**src/rtl/alu_seq.sv**
```systemverilog
// alu_seq: sequences one ALU macro operation (load X1, load X2, execute,
// read R, optionally read FLAG) over a shared 4-bit bus. Includes abort and
// clear handling.
module alu_seq (
    input  logic       clk,
    input  logic       rst,
    input  logic       start,
    input  logic [1:0] op,
    input  logic       chain,
    input  logic       flag_req,
    input  logic       clr,
    input  logic [3:0] a,
    input  logic [3:0] b,
    input  logic [3:0] bus_in,
    output logic       ready,
    output logic [3:0] instr,
    output logic [3:0] bus_out,
    output logic       bus_oe,
    output logic [3:0] result,
    output logic [3:0] flags,
    output logic       done,
    output logic       err
);

    typedef enum logic [2:0] {
        IDLE, LD_X1, LD_X2, EXEC, RD_R, RD_F, DONE, CLR
    } state_t;

    state_t     state;
    logic [1:0] op_q;
    logic       chain_q;
    logic       flag_req_q;
    logic [3:0] a_q;
    logic [3:0] b_q;

    // Sequencer: request capture, step order, abort on clr, R/FLAG capture.
    always_ff @(posedge clk) begin
        if (rst) begin
            state      <= IDLE;
            op_q       <= 2'b00;
            chain_q    <= 1'b0;
            flag_req_q <= 1'b0;
            a_q        <= 4'h0;
            b_q        <= 4'h0;
            result     <= 4'h0;
            flags      <= 4'h0;
            err        <= 1'b0;
        end else begin
            err <= 1'b0;
            case (state)
                IDLE: begin
                    if (clr) begin
                        state <= CLR;
                    end else if (start) begin
                        if (op == 2'b11) begin
                            err <= 1'b1;
                        end else begin
                            op_q       <= op;
                            chain_q    <= chain;
                            flag_req_q <= flag_req;
                            a_q        <= a;
                            b_q        <= b;
                            state      <= LD_X1;
                        end
                    end
                end
                LD_X1: state <= clr ? CLR : LD_X2;
                LD_X2: state <= clr ? CLR : EXEC;
                EXEC:  state <= clr ? CLR : RD_R;
                RD_R: begin
                    result <= bus_in;
                    if (clr)             state <= CLR;
                    else if (flag_req_q) state <= RD_F;
                    else                 state <= DONE;
                end
                RD_F: begin
                    flags <= bus_in;
                    state <= clr ? CLR : DONE;
                end
                // done is already visible this cycle, so a clr here only
                // redirects the return path.
                DONE:  state <= clr ? CLR : IDLE;
                CLR: begin
                    result <= 4'h0;
                    flags  <= 4'h0;
                    state  <= IDLE;
                end
                default: state <= IDLE;
            endcase
        end
    end

    // Moore decode of ALU instruction and bus drive from the current state.
    always_comb begin
        instr   = 4'h0;
        bus_out = 4'h0;
        bus_oe  = 1'b0;
        case (state)
            LD_X1: begin
                if (chain_q) begin
                    instr = 4'h9;
                end else begin
                    instr   = 4'h1;
                    bus_oe  = 1'b1;
                    bus_out = a_q;
                end
            end
            LD_X2: begin
                instr   = 4'h2;
                bus_oe  = 1'b1;
                bus_out = b_q;
            end
            EXEC: begin
                case (op_q)
                    2'b01:   instr = 4'h5;
                    2'b10:   instr = 4'h6;
                    default: instr = 4'h4;
                endcase
            end
            RD_R:    instr = 4'h7;
            RD_F:    instr = 4'h8;
            CLR:     instr = 4'hF;
            default: instr = 4'h0;
        endcase
    end

    assign ready = (state == IDLE);
    assign done  = (state == DONE);

endmodule

```
**config.mk**
```make
export PLATFORM = sky130hd
export DESIGN_NAME = alu_seq
export DESIGN_NICKNAME = d
export VERILOG_FILES = /design/src/rtl/alu_seq.sv
export SDC_FILE = /design/constraint.sdc
export NUM_CORES = 1
export LEC_CHECK = 0
export ABC_AREA = 1
export CAP_MARGIN = 30
export CORE_AREA = 2 2 53 55
export CTS_CLUSTER_DIAMETER = 200
export DETAILED_ROUTE_END_ITERATION = 8
export DIE_AREA = 0 0 55 57
export PLACE_DENSITY = 0.79
export SETUP_SLACK_MARGIN = 0.05
export SYNTH_ARGS = -nofsm -noshare
export SYNTH_HDL_FRONTEND = slang
export SYNTH_SLANG_ARGS = --single-unit
```
**constraint.sdc**
```tcl
create_clock -name clk -period 3 [get_ports clk]
set_input_delay 0.6 -clock clk [delete_from_list [all_inputs] [get_ports clk]]
set_output_delay 0.6 -clock clk [all_outputs]
set_load 0.01 [all_outputs]
```
==> qor.csv <==
metric,value,unit
clk_latency,0.30,ns
cts_resized,0,
tightest_slew,0.510,ns
path_max_fanout,8,
syn_area_per_cell,6.80,um2
cap_violations,0,
required,2.40,ns
fin_setup_tns,0,ns
grt_pass1_wl,4690,um
hpwl,2130,um
fmax,0.374,GHz
die_x,55,um
worstHoldPathType,reg2reg,
grtUsageTotal,19.9,%
cts-htree-levels,1,
end_kind,output port,
synth_mux_area_share,0,%
powerDensity,511,nW/um2
synth_top_family_by_area,simple AND/OR/NAND/NOR gates,
port_buffers,39,
rsz0062_at_grt,no,
synthesis.nets,187,
routed_wl,2780,um
first_global_vias,1102,
clk_root_buffer_cell,clkbuf_4,
syn_inst,167,
start_util,43.4,%
cts_hold_buf,0,
overflow,0,
diodes,0,
layout_common_cells,"43 x nand2_1, 39 x clkdlybuf4s50_1, 24 x dfxtp_1",
antenna_left,0,
status,"finished, final reports clean",
fp.dieH,57,um
place_area,1520,um2
ys_ff_latch,24,
fin_nets,224,
hold_viol,0,
synth-simple-area-share,35.8,%
antenna_found_initial,0,
p_leak,0.634,nW
period_minus_slack,2.68,ns
num_io_pins,40,
netlist-cell-type-count,17,
synth-xor-area-share,0,%
ys_seq_area_share,42.3,%
worst_ep_arrival_time,2.08,ns
post-cts-setup-buffers,0,
stdcell_count,234,
wl_per_cell,11.9,um
drt-vias-per-instance,5.07,
synth_compound_area_share,13.1,%
period_share,89.2,%
fin_skew,0.00267,ns
vias,1187,
syn_area,1140,um2
numClockSinks,24,
synth_fa_ha_area_share,0,%
place_inst,230,
drv_slew,0,
cp-start-kind,register,
cts-buffers-inserted,3,
finalSetupViolations,0,
drive_gt1_share,3.45,%
max-clock-path-buffers,2,
rows,19,
drc_errors,0,
drtIter0Drc,42,
worst_ir_drop_vdd,288,uV
design_area,1560,um2
cts_tree,done,
syn2layout_area_growth,37.1,%
first_pass_iters,4,
grt_max_degree,16,
crit_type,reg2out,
layout_commonest_cell,nand2_1,
gp_congestion,0.825,
slew_headroom,65.9,%
clk_pin_slew,0.13,ns
dieArea,3140,um2
synth_warnings,0,
core_area,2620,um2
[through the flow]
step | hold slack (ns) | utilization [%] | setup slack [ns] | power (mW)
final | 0.473 | 59.6 | 0.325 | 0.796
after global routing | 0.494 | 59.6 | 0.120 | 0.845
after CTS | 0.475 | 59.6 | 0.302 | 0.801
after detailed placement | 0.456 | 58.2 | 0.663 | 0.636
after global placement | 0.451 | 58.2 | 0.742 | 0.629
after floorplan | 0.462 | - | 1.37 | 0.525
[critical path, cell delays in order (launching register included)]
cell and delay, ns:
dfxtp_1 0.42, inv_1 0.13, nand2_1 0.13, nor2_1 0.31, nand3_1 0.12, o21ai_0 0.10, clkdlybuf4s50_1 0.56
[layer usage]
layer / GRT usage (%) / share of wire, % / vias to the layer above / routed length, um
li1: - / - / 613 / -
met1: 25.8 / 45 / 542 / 1250
met2: 33.0 / 50 / 30 / 1380
met3: 4.19 / 4.7 / 2 / 130
met4: 5.23 / 0.65 / 0 / 18
met5: 0 / 0 / - / 0
[cells by family after synthesis]
logic type | Yosys count
AND/OR/NAND/NOR | 92
buffers and inverters | 22
AO/OA/AOI/OAI | 29
flip-flops | 24
[layout make-up]
class | instances | area (um2)
inverter | 15 | 56.3
fill | 255 | 1060
tap | 31 | 38.8
sequential | 24 | 480
multi-input combinational | 121 | 556
clock buffer | 4 | 36.3
timing repair buffer | 39 | 390
[path summary, 6_finish.rpt]
check / from / endpoint / slack (ns) / cells after the start
setup / recovery: state[1] / bus_out[0] / 0.32 / 6
hold / removal: result[1] / result[1] / 0.47 / 2
setup reg to reg: state[2] / b_q[1] / 1.54 / 5
hold reg to reg: result[1] / result[1] / 0.47 / 2
[cells in the mapped netlist (all sizes together)]
| cell | count | share of area (%) |
|---|---|---|
| o211ai | 1 | 0.66 |
| nand3 | 12 | 6.4 |
| nor2 | 23 | 8.9 |
| a21oi | 9 | 4.0 |
| inv | 15 | 5.0 |
| nor3 | 13 | 5.7 |
| a31oi | 1 | 0.55 |
| nand4 | 1 | 0.55 |
| o21ai | 18 | 7.9 |
| clkbuf | 3 | 0.99 |
| nand2 | 43 | 14 |
| buf | 4 | 2.9 |
| dfxtp | 24 | 42 |
[registers in the layout (all words and copies together) (netlist names), 2 cells and up]
signal  count
result      4
a_q         4
flags       4
op_q        2
b_q         4
state       3
[where the power goes]
group | switching [mW] | internal (mW) | leakage, nW
Combinational | 0.138 | 0.118 | 0.418
Sequential | 0.0279 | 0.346 | 0.196
Clock | 0.0921 | 0.0740 | 0.0210
Power figures use the tool's default switching activity.
